**src/rtl/mmio_responder.sv**
```systemverilog
// mmio_responder: stage-3 MMIO/CSR responder (UART, counters, tohost).
// Optional branch counters at 0x1C/0x20 are built when MMIO_BRANCH_CNT_EN is defined.
module mmio_responder #(
  parameter logic [3:0]  MMIO_BASE  = 4'h8,
  parameter logic [11:0] CSR_TOHOST = 12'h51E
) (
  input  logic        clk,
  input  logic        rst,
`ifdef MMIO_BRANCH_CNT_EN
  input  logic        br_valid,
  input  logic        br_correct,
`endif
  input  logic [31:0] addr,
  input  logic [31:0] wdata,
  input  logic        mem_wen,
  input  logic        mem_ren,
  input  logic        stall,
  input  logic        inst_retire,
  input  logic        csr_we,
  input  logic [11:0] csr_addr,
  input  logic [31:0] csr_wdata,
  output logic [31:0] rdata,
  output logic [31:0] tohost,
  output logic [7:0]  uart_tx_data,
  output logic        uart_tx_valid,
  input  logic        uart_tx_ready,
  input  logic [7:0]  uart_rx_data,
  input  logic        uart_rx_valid,
  output logic        uart_rx_ready
);

  // Word offsets (addr[7:2]) of the register map.
  localparam logic [5:0] OFF_STATUS = 6'h00;
  localparam logic [5:0] OFF_RXDATA = 6'h01;
  localparam logic [5:0] OFF_TXDATA = 6'h02;
  localparam logic [5:0] OFF_CYCLE  = 6'h04;
  localparam logic [5:0] OFF_INST   = 6'h05;
  localparam logic [5:0] OFF_CLEAR  = 6'h06;
`ifdef MMIO_BRANCH_CNT_EN
  localparam logic [5:0] OFF_BR     = 6'h07;
  localparam logic [5:0] OFF_BR_OK  = 6'h08;
`endif

  logic [5:0]  offset;
  logic        hit;
  logic        rd_hit;
  logic        wr_hit;
  logic        cnt_clear;
  logic        tx_push;
  logic        tx_valid_q;
  logic [31:0] rd_val;
  logic [31:0] cycle_cnt;
  logic [31:0] inst_cnt;
  logic        unused_addr_bits;

`ifdef MMIO_BRANCH_CNT_EN
  logic [31:0] br_cnt;
  logic [31:0] br_ok_cnt;
`endif

  // Only the top nibble and the word offset take part in decode.
  assign unused_addr_bits = ^{addr[27:8], addr[1:0]};

  assign offset    = addr[7:2];
  assign hit       = (addr[31:28] == MMIO_BASE) && !stall;
  assign rd_hit    = hit && mem_ren;
  assign wr_hit    = hit && mem_wen;
  assign cnt_clear = wr_hit && (offset == OFF_CLEAR);

  // A byte is accepted only when nothing is pending and the UART is ready.
  assign tx_push = wr_hit && (offset == OFF_TXDATA)
                && uart_tx_ready && !tx_valid_q;

  // Reset drops a pending byte in the same cycle, not one edge later.
  assign uart_tx_valid = tx_valid_q && !rst;

  // The pop happens in the request cycle, alongside latching the byte.
  assign uart_rx_ready = rd_hit && (offset == OFF_RXDATA)
                      && uart_rx_valid;

  // Read map, sampled from pre-update register values.
  always_comb begin
    rd_val = 32'h0;
    case (offset)
      OFF_STATUS: rd_val = {30'b0, uart_rx_valid, uart_tx_ready};
      OFF_RXDATA: rd_val = {24'b0, uart_rx_data};
      OFF_CYCLE:  rd_val = cycle_cnt;
      OFF_INST:   rd_val = inst_cnt;
`ifdef MMIO_BRANCH_CNT_EN
      OFF_BR:     rd_val = br_cnt;
      OFF_BR_OK:  rd_val = br_ok_cnt;
`endif
      default:    rd_val = 32'h0;
    endcase
  end

  // Load data register: one-cycle latency, holds when no load hit.
  always_ff @(posedge clk) begin
    if (rst) begin
      rdata <= 32'h0;
    end else if (rd_hit) begin
      rdata <= rd_val;
    end
  end

  // UART transmit holding register and valid handshake.
  always_ff @(posedge clk) begin
    if (rst) begin
      tx_valid_q   <= 1'b0;
      uart_tx_data <= 8'h0;
    end else if (tx_push) begin
      tx_valid_q   <= 1'b1;
      uart_tx_data <= wdata[7:0];
    end else if (tx_valid_q && uart_tx_ready) begin
      tx_valid_q   <= 1'b0;
    end
  end

  // Cycle/instruction counters; a clear wins over the increment.
  always_ff @(posedge clk) begin
    if (rst) begin
      cycle_cnt <= 32'h0;
      inst_cnt  <= 32'h0;
    end else if (cnt_clear) begin
      cycle_cnt <= 32'h0;
      inst_cnt  <= 32'h0;
    end else begin
      cycle_cnt <= cycle_cnt + 32'd1;
      inst_cnt  <= inst_cnt + {31'b0, inst_retire};
    end
  end

`ifdef MMIO_BRANCH_CNT_EN
  // Branch statistics counters, cleared together with the others.
  always_ff @(posedge clk) begin
    if (rst) begin
      br_cnt    <= 32'h0;
      br_ok_cnt <= 32'h0;
    end else if (cnt_clear) begin
      br_cnt    <= 32'h0;
      br_ok_cnt <= 32'h0;
    end else begin
      br_cnt    <= br_cnt + {31'b0, br_valid};
      br_ok_cnt <= br_ok_cnt + {31'b0, br_valid && br_correct};
    end
  end
`endif

  // tohost CSR capture; stalled instructions have no side effects.
  always_ff @(posedge clk) begin
    if (rst) begin
      tohost <= 32'h0;
    end else if (csr_we && !stall && (csr_addr == CSR_TOHOST)) begin
      tohost <= csr_wdata;
    end
  end

endmodule
```
**config.mk**
```make
export PLATFORM = sky130hd
export DESIGN_NAME = mmio_responder
export DESIGN_NICKNAME = d
export VERILOG_FILES = /design/src/rtl/mmio_responder.sv
export SDC_FILE = /design/constraint.sdc
export NUM_CORES = 1
export LEC_CHECK = 0
export ABC_AREA = 1
export BUFFER_PORTS_ARGS = -buffer_cell sky130_fd_sc_hd__buf_4
export CAP_MARGIN = 20
export CORE_MARGIN = 3
export CORE_UTILIZATION = 56
export CTS_CLUSTER_DIAMETER = 30
export DETAILED_ROUTE_END_ITERATION = 6
export HOLD_SLACK_MARGIN = 0.1
export PLACE_DENSITY = 0.85
export SLEW_MARGIN = 15
export SYNTH_ARGS = -nofsm -noshare
export SYNTH_HDL_FRONTEND = slang
export SYNTH_SLANG_ARGS = --single-unit
```
**constraint.sdc**
```tcl
create_clock -name clk -period 2.8 [get_ports clk]
set_clock_uncertainty 0.1 [all_clocks]
set_input_delay 0.28 -clock clk [delete_from_list [all_inputs] [get_ports clk]]
set_output_delay 0.28 -clock clk [all_outputs]
set_load 0.02 [all_outputs]
```
==> results of run 1 <==
## worst min-delay path: stages
cell,delay [ps]
buf_4,80
nand2_1,40
nand3_1,70
nand2_1,50
a21oi_1,100
## cells in the mapped netlist, drive strengths merged
| library cell | n |
|---|---|
| a21oi | 76 |
| a31oi | 1 |
| buf | 15 |
| clkbuf | 14 |
| dfxtp | 137 |
| ha | 3 |
| inv | 102 |
| nand2 | 252 |
| nand3 | 55 |
| nand3b | 3 |
| nand4 | 10 |
| nor2 | 199 |
| nor3 | 21 |
| nor3b | 2 |
| o21ai | 54 |
| o22ai | 21 |
| or2 | 1 |
| xnor2 | 1 |
| xor2 | 10 |
## how the worst max path moves through the flow
stage                      start            end  slack, ps  depth (start not counted)
detailed placement   csr_addr[9]     tohost[15]        900                         10
global placement    cycle_cnt[0]  cycle_cnt[22]        940                          8
finish              cycle_cnt[0]  cycle_cnt[20]        820                          8
global route        cycle_cnt[0]  cycle_cnt[16]        630                          9
CTS                 cycle_cnt[0]  cycle_cnt[20]        900                          8
floorplan               addr[29]  uart_rx_ready       1070                          4
## cells by family (layout without fill, tap and decap cells)
logic type               after synthesis  in the layout  synth area share [%]
adder cells (fa/ha/maj)                3              3                 0.578
XOR/XNOR                              11             11                  1.48
buffers and inverters                131            333                  8.34
AO/OA/AOI/OAI                        152            152                  12.3
AND/OR/NAND/NOR                      543            543                  35.1
flip-flops                           137            137                  42.2
## sequential cells by signal (all words and copies together), names as in the netlist
name	flops
tx_valid_q	1
cycle_cnt	32
rdata	32
uart_tx_data	8
inst_cnt	32
tohost	32
## repair_timing
action / 4_1_cts / 5_1_grt
setup buffers: 0 / 0
hold buffers: 40 / 0
endpoints found under the hold margin: 40 / 0
resized for setup: 0 / 0
## per-stage QoR
stage                     power (mW)  instance area, sq um  utilization, %  setup slack, ps  hold slack [ps]
after floorplan                 2.08                  6490               -             1070              315
after global routing            4.64                  8730            78.8              634              148
after global placement          2.18                  7720            69.7              937              350
after CTS                       4.50                  8730            78.8              905              110
final                           4.54                  8730            78.8              819              119
after detailed placement        2.19                  7720            69.7              895              355
## routing by layer
metal  vias up  GRT usage [%]
li1       3508              -
met1      3320           41.1
met2       383           55.4
met3        96           6.58
met4         0           15.1
met5         -              0
## power groups by stage
stage	combinational (mW)	sequential, mW	clock [mW]
2_1_floorplan	0.0788	2.00	0
3_3_place_gp	0.178	2.01	0
3_5_place_dp	0.181	2.01	0
4_1_cts	0.229	1.96	2.31
5_1_grt	0.256	1.96	2.42
6_report	0.240	1.96	2.33
## final cells by class
| class | instances | area (sq um) |
|---|---|---|
| repair buffers | 199 | 1610 |
| well taps | 140 | 175 |
| flip-flops and latches | 137 | 2740 |
| clock buffers | 18 | 439 |
| clock inverters | 14 | 174 |
| fillers | 787 | 2350 |
| multi-input cells | 709 | 3210 |
| inverters | 102 | 383 |
==> metrics, run 1 <==
die footprint 12900 sq um; WL met2 10500 microns; vias per inst 5.54; most frequent cells in the layout 250 x nand2_1, 190 x nor2_1, 158 x buf_4, 137 x dfxtp_1, 97 x inv_1; fmax 0.505 GHz; Non-Filler Instances 1319; initial antenna violation count 0; area grow syn2layout 34.4%; Seq pwr share 43.3%; global-route wire length before repair 33700 microns; minimum clock period 1980 ps; vias in the first global route 6798; Avg Inst Size Synth 6.65 sq um; starting density of the core 58.6%; largest area contributor in the netlist dfxtp_1; IO Port Bufs 152; Worst setup EP type flop; worst min-delay path startpoint uart_rx_data[6]; Slew Limit Fails 0; worst-margin pin slew 617 ps; grt total ovfl 0; top cells by area, synth dfxtp_1 42%, nand2_1 14%, nor2_1 11%; Max IR drop VDD 0.534 mV; DR iter-0 viols 777; drt wl/cell 16.3 microns; vias 7307; diode count 0; met3 WL post-DR 1680 microns; HP Class input port to flop; hold depth 5; sequential cell area fraction in the yosys report 42.2%; Final period util 70.7%; Crit path max-delay family simple AND/OR/NAND/NOR gates; Max clock buf depth 2; NetSw 1.02 mW; post-synth cell types 30; Critical Path, Cell by Cell ha_1, nand2_1, nor2_1, nand2_1, nor2_1, nand3b_1, o21ai_0, nor2_1; DIE WIDTH 114 microns; core area 11100 sq um; R2R setup slack 820 ps; Final GP Congestion 0.974; FF-to-FF path depth 8; worst skew pair latency 420 ps; DIE HEIGHT 114 microns; Antenna Nets Post-Route 0; CP dominant cell by count nor2_1; Detailed Place HPWL 13800 microns; RSZ-0062 raised after global routing no; sw frac 22.6%; internal power 3.51 mW; Tot GR Track Use 33.1%; share of the synthesized area in the top cell type 42.2%; Post-Syn Instances 977; CTS H-tree lvls 4; DR top layer met4; cts bufs inserted 17; Leak 3.36 nW; Synth Register Bits 137; Total Wirelength 21500 microns; CP max-delay cell dfxtp_1; RR Endpoint cycle_cnt[20]; failing checks DRC; Rel. slew slack 58.8%; Bufs and invs on worst path 0; NumNets Final 1294; status finished, violations left; clk root buf clkbuf_16; Row Count 38; data arrival time of the critical path 2200 ps; DRT Pass-1 Iters 7; Largest stage delay, worst path 440 ps; placed instance count 1247; Clk pwr share 51.5%; DRT met1 WL 8330 microns; clk sinks 137; IO Pins 199; layout cell share with drive strength beyond 1 18.1%; Netlist Area Pre-Place 6490 sq um; largest net degree at the start of global routing 56; Pwr per Cell Area 520 nW/um^2; Worst Hold Path EP rdata[6]; syn nets 1105; Remaining DRCs 4; critical path type flop to flop; setup TNS 0 ps; Final Hold Viols 0; data required time of the worst path 3020 ps; max cap viols 0; Final setup viols 0; CTS tree done; worst reg2reg startpoint cycle_cnt[0]; most frequent standard cell in the layout excluding fill and tap cells nand2_1; synth warn 0; Worst Path Max Fanout 6; Worst-path clk slew 60 ps; startpoint types flop; Comb power frac 5.3%
Power figures use the tool's default switching activity.
==> run 2: changes to the inputs <==
Settings changed: CORE_UTILIZATION 56 to 52, PLACE_DENSITY 0.85 to 0.8.
Clock period 2.8 ns to 1.9 ns, I/O delays scaled along.
==> run 2 against run 1 <==
Compared with the run above: the flow now finishes without violations; via count shrank 1.3%; wire length fell by 0.46%; flip-flop and latch count unchanged; global-route usage fell by 2.5 points; combinational power up 57%; register-to-register slack got worse by 670 ps; count of clock-buffer cells in the layout is 2 higher; highest routed layer unchanged.
==> metrics, run 2 (synthesis results as in run 1) <==
startpoint types input port; Setup crit start inst_retire; area grow syn2layout 37.9%; Most Crowded Layer GR met2; Max clock buf depth 2 (unchanged); Worst setup EP type flop; placed instance count 1283 (+2.9%); RR Endpoint inst_cnt[18]; Row Count 40 (+5.3%); minimum clock period 1810 ps; clk sinks 137 (unchanged); Antenna Nets Post-Route 0 (unchanged); worst reg2reg startpoint inst_cnt[0]; initial antenna violation count 0 (unchanged); die footprint 13900 sq um (+7.3%); CTS tree done; Final Hold Viols 0 (unchanged); Tot GR Track Use 30.6% (-2.5 points); Seq pwr share 43.1% (-0.2 points); placed cell area 7840 sq um (+1.6%); Design Area, Final 8960 sq um (+2.6%); Final setup viols 0 (unchanged); Worst Path Max Fanout 6 (unchanged); IO Port Bufs 152 (unchanged); Comb power frac 5.6% (+0.3 points); grt total ovfl 0 (unchanged); vias per inst 5.29 (-4.6%); fmax 0.552 GHz; layout cell share with drive strength beyond 1 18.6% (+0.50 points); clk root buf clkbuf_16; most frequent cells in the layout 250 x nand2_1, 189 x nor2_1, 163 x buf_4, 136 x dfxtp_1, 97 x inv_1; DIE HEIGHT 118 microns (+3.6%); GR Layer Usage met1 37.9% (-3.2 points); DRT Pass-1 Iters 5 (-2); worst skew pair latency 430 ps (about the same); Total Wirelength 21400 microns (-0.46%); M3 GR Usage 7.16% (+0.58 points); Non-Filler Instances 1364 (+3.4%); Clk pwr share 51.3% (-0.2 points); R2R setup slack 150 ps (-670 ps); setup TNS 0 ps (unchanged); core area 12100 sq um (+9.3%); CTS H-tree lvls 4 (unchanged); Pwr per Cell Area 749 nW/um^2 (+44%); FF-to-FF path depth 9 (+1); DR iter-0 viols 752 (-3.2%); drt wl/cell 15.7 microns (-3.7%); sw frac 21.7% (-0.88 points); GR Layer Usage met2 50.2% (-5.2 points); worst-margin pin slew 376 ps (-241 ps); Worst-path clk slew 60 ps (about the same); vias 7209 (-1.3%); DIE WIDTH 118 microns (+3.6%); RSZ-0062 raised after global routing yes; internal power 5.25 mW (+50%); Remaining DRCs 0 (-4); status complete, no violations; critical path type input port to flop; Slew Limit Fails 0 (unchanged); Critical Path Sink inst_cnt[18]; cts bufs inserted 17 (unchanged); FILL cells 938 (+19%); pre-CTS setup slack 149 ps (-747 ps); data required time of the worst path 2110 ps (-910 ps); NetSw 1.45 mW (+42%); Rel. slew slack 74.9% (+16 points); IO Pins 199 (unchanged); data arrival time of the critical path 2030 ps (-170 ps); largest net degree at the start of global routing 48 (-14%); Final GP Congestion 0.940 (-3.5%); diode count 0 (unchanged); most frequent standard cell in the layout excluding fill and tap cells nand2_1; global-route wire length before repair 33800 microns (+0.16%); Max IR drop VDD 0.701 mV (+31%); Leak 3.46 nW (+3.2%); vias in the first global route 6804 (+0.088%); starting density of the core 53.6% (-5.0 points); HP Class input port to flop; final worst setup slack 86.9 ps (-733 ps); max cap viols 0 (unchanged); Detailed Place HPWL 14600 microns (+6.1%); NumNets Final 1312 (+1.4%); Final period util 95.4%
run 2: layer usage:
layer	up-vias	routed length, microns	part of all wire [%]
li1	3538	-	-
met1	3311	8720	41
met3	65	1510	7.1
met2	295	10400	49
met4	0	791	3.7
met5	-	0	0
run 2: layout make-up:
type	count	area, sq um	area share (%)
repair buffers	217	1800	20.0
well taps	168	210	2.35
flip-flops and latches	137	2740	30.6
clock inverters	11	144	1.61
multi-input cells	709	3210	35.9
clock buffers	20	467	5.21
inverters	102	383	4.27
run 2: worst min path at each step:
stage,start,to,slack [ps],cells past startpoint
floorplan,wdata[0],uart_tx_data[0],220,2
detailed placement,wdata[5],uart_tx_data[5],320,3
finish,uart_rx_data[0],rdata[0],130,7
CTS,uart_rx_data[0],rdata[0],120,7
global route,uart_rx_data[0],rdata[0],200,7
global placement,wdata[1],uart_tx_data[1],310,3
run 2: power by group through the flow:
stage	registers, mW	clock network (mW)	logic, mW
after floorplan	2.95	0	0.116
after global placement	2.95	0	0.273
after detailed placement	2.96	0	0.277
after CTS	2.89	3.45	0.362
after global routing	2.89	3.59	0.402
final	2.89	3.44	0.376
run 2: metrics by stage:
step	hold WS, ps	total power, mW	util (%)
finish	126	6.71	73.9
global route	197	6.89	73.9
CTS	121	6.70	73.9
detailed placement	319	3.23	64.7
global placement	312	3.23	64.7
floorplan	225	3.07	-
run 2: critical path, stage by stage:
cell and delay, ps:
dlygate4sd3_1 530, buf_4 100, ha_1 160, ha_1 160, nand2_1 100, nor2_4 170, inv_1 110, nor2_4 160
nand2_1 110, o21ai_1 160, a21oi_1 80
run 2: what timing repair did:
action | 4_1_cts | 5_1_grt
buffers inserted | 0 | 0
gates resized for setup | 0 | 4
endpoints found under the hold margin | 60 | 0
endpoints found under the setup margin | 0 | 8
hold buffers | 50 | 0
==> run 3: changes to the inputs <==
Settings changed: PLACE_DENSITY 0.8 to 0.84, TNS_END_PERCENT set to 5.
==> run 3 against run 2 <==
Compared with the run above: the flow now finishes with violations (setup timing); clock power shrank 6%; critical endpoint is now tx_valid_q; core utilization down 0.24 points; sequential share of layout area up 0.085 points; largest power group unchanged; first-iteration DRC count rose by 7.4%; fmax decreased by 4.9%; worst hold slack lost 8.0 ps.
==> metrics, run 3 (synthesis results as in run 1) <==
Antenna Nets Post-Route 0 (unchanged); area grow syn2layout 37.4%; FILL cells 911 (-2.9%); Leak 3.46 nW (-0.26%); vias per inst 5.43 (+2.8%); vias in the first global route 7196 (+5.8%); Final Hold Viols 0 (unchanged); Clk pwr share 49.8% (-1.5 points); RSZ-0062 raised after global routing yes; Final period util 100% (+4.9 points); cts bufs inserted 17 (unchanged); data required time of the worst path 2170 ps (+60 ps); most frequent standard cell in the layout excluding fill and tap cells nand2_1; final worst setup slack -6.87 ps (-93.8 ps); Pwr per Cell Area 731 nW/um^2 (-2.4%); drt wl/cell 16.5 microns (+5.0%); Max IR drop VDD 0.578 mV (-18%); Worst-path clk slew 60 ps (about the same); global-route wire length before repair 35900 microns (+6.4%); starting density of the core 53.6% (unchanged); CTS H-tree lvls 4 (unchanged); DRT met1 WL 8910 microns (+2.2%); initial antenna violation count 0 (unchanged); HP Class input port to flop; Comb power frac 5.9% (+0.3 points); IO Port Bufs 152 (unchanged); WL met2 11100 microns (+6.4%); failing checks setup timing; Largest stage delay, worst path 600 ps (+70 ps); internal power 5.05 mW (-3.8%); status finished, violations left; layout cell share with drive strength beyond 1 18.5% (-0.062 points); Worst setup EP type flop; clk sinks 137 (unchanged); diode count 0 (unchanged); DR iter-0 viols 808 (+7.4%); pre-CTS setup slack 168 ps (+19.7 ps); Tot GR Track Use 32.2% (+1.7 points); RR Endpoint tx_valid_q; grt total ovfl 0 (unchanged); worst min-delay path startpoint uart_rx_data[0]; sw frac 22.5% (+0.87 points); vias 7431 (+3.1%); FF-to-FF path depth 6 (-3); fmax 0.524 GHz (-4.9%); utilization after layout 73.7% (-0.24 points); minimum clock period 1910 ps (+93.8 ps); most frequent cells in the layout 250 x nand2_1, 187 x nor2_1, 167 x buf_4, 137 x dfxtp_1, 97 x inv_1; startpoint types input port; Tot Pwr 6.53 mW (-2.7%); die footprint 13900 sq um (unchanged); max cap viols 0 (unchanged); DIE HEIGHT 118 microns (unchanged); Rel. slew slack 69.6% (-5.3 points); DRT Pass-1 Iters 5 (unchanged); worst skew pair latency 430 ps (about the same); Worst Hold Path EP rdata[0]; Total Wirelength 22500 microns (+5.3%); Row Count 40 (unchanged); worst-margin pin slew 455 ps (+78.9 ps); clk root buf clkbuf_16; Crit path max-delay family buffers and inverters; CP max-delay cell dlygate4sd3_1; IO Pins 199 (unchanged); worst reg2reg startpoint tx_valid_q; area occupied by multi-input gates 3220 sq um (+0.31%); NumNets Final 1315 (+0.23%); Critical Path, Cell by Cell dlygate4sd3_1, buf_4, nand3_1, nor3_4, inv_2, o21ai_1, dlygate4sd3_1; Final setup viols 1 (+1); DIE WIDTH 118 microns (unchanged); Slew Limit Fails 0 (unchanged); Seq pwr share 44.3% (+1.2 points); register area 2740 sq um (about the same); Max clock buf depth 2 (unchanged); Remaining DRCs 0 (unchanged); WHS 118 ps (-8.01 ps); CTS tree done; largest net degree at the start of global routing 56 (+17%); Detailed Place HPWL 14600 microns (-0.26%); Bufs and invs on worst path 4 (+1); NetSw 1.47 mW (+1.2%); R2R setup slack 70 ps (-80 ps); data arrival time of the critical path 2170 ps (+140 ps); Worst Path Max Fanout 9 (+3); core area 12100 sq um (unchanged); DR top layer met4; hold depth 7 (unchanged); met3 WL post-DR 1620 microns (+7.3%); CP dominant cell by count dlygate4sd3_1; critical path type input port to flop; Final GP Congestion 0.952 (+1.3%)
run 3: routing by layer:
layer	track usage, %	vias to the layer above
met5	0	-
met1	38.6	3400
met3	7.74	95
met2	54.7	392
met4	14.9	0
li1	-	3544
run 3: worst max path at each step:
stage	from	endpoint	slack, ps	cells after the start
2_1_floorplan	inst_cnt[0]	inst_cnt[18]	330	9
3_3_place_gp	inst_cnt[0]	inst_cnt[14]	180	9
3_5_place_dp	inst_cnt[0]	inst_cnt[18]	170	9
4_1_cts	inst_retire	inst_cnt[14]	90	11
5_1_grt	uart_tx_ready	tx_valid_q	-40	7
6_report	uart_tx_ready	tx_valid_q	-7	7
run 3: power groups by stage:
stage	clock network, mW	logic (mW)	registers, mW
after global placement	0	0.268	2.95
after floorplan	0	0.116	2.95
after global routing	3.39	0.404	2.89
after CTS	3.24	0.360	2.89
after detailed placement	0	0.274	2.95
final	3.25	0.382	2.89
run 3: repair_timing:
action                     CTS  global route
setup endpoints to repair    0             9
setup buffers                0             3
hold endpoints to repair    63             0
hold buffers                52             0
resized for setup            0             5
run 3: stage by stage:
stage          std cells  instance area, sq um  TNS (ps)
2_1_floorplan        977                  6490         0
3_3_place_gp        1281                  7800         0
3_5_place_dp        1281                  7800         0
4_1_cts             1365                  8890         0
5_1_grt             1368                  8930     -66.2
6_report            1368                  8930     -6.87
run 3: cell type report:
| cell class | instances | area share (%) |
|---|---|---|
| clock buffers | 21 | 5.05 |
| repair buffers | 220 | 20.1 |
| multi-input cells | 709 | 36.1 |
| clock inverters | 11 | 1.37 |
| inverters | 102 | 4.30 |
| well taps | 168 | 2.35 |
| flip-flops and latches | 137 | 30.7 |
run 3: worst register-to-register path, stage by stage, from the launching register on:
cell           delay [ps]
dfxtp_1               290
inv_1                  70
nand3_1               120
nor3_4                260
inv_2                 140
o21ai_1               190
dlygate4sd3_1         600
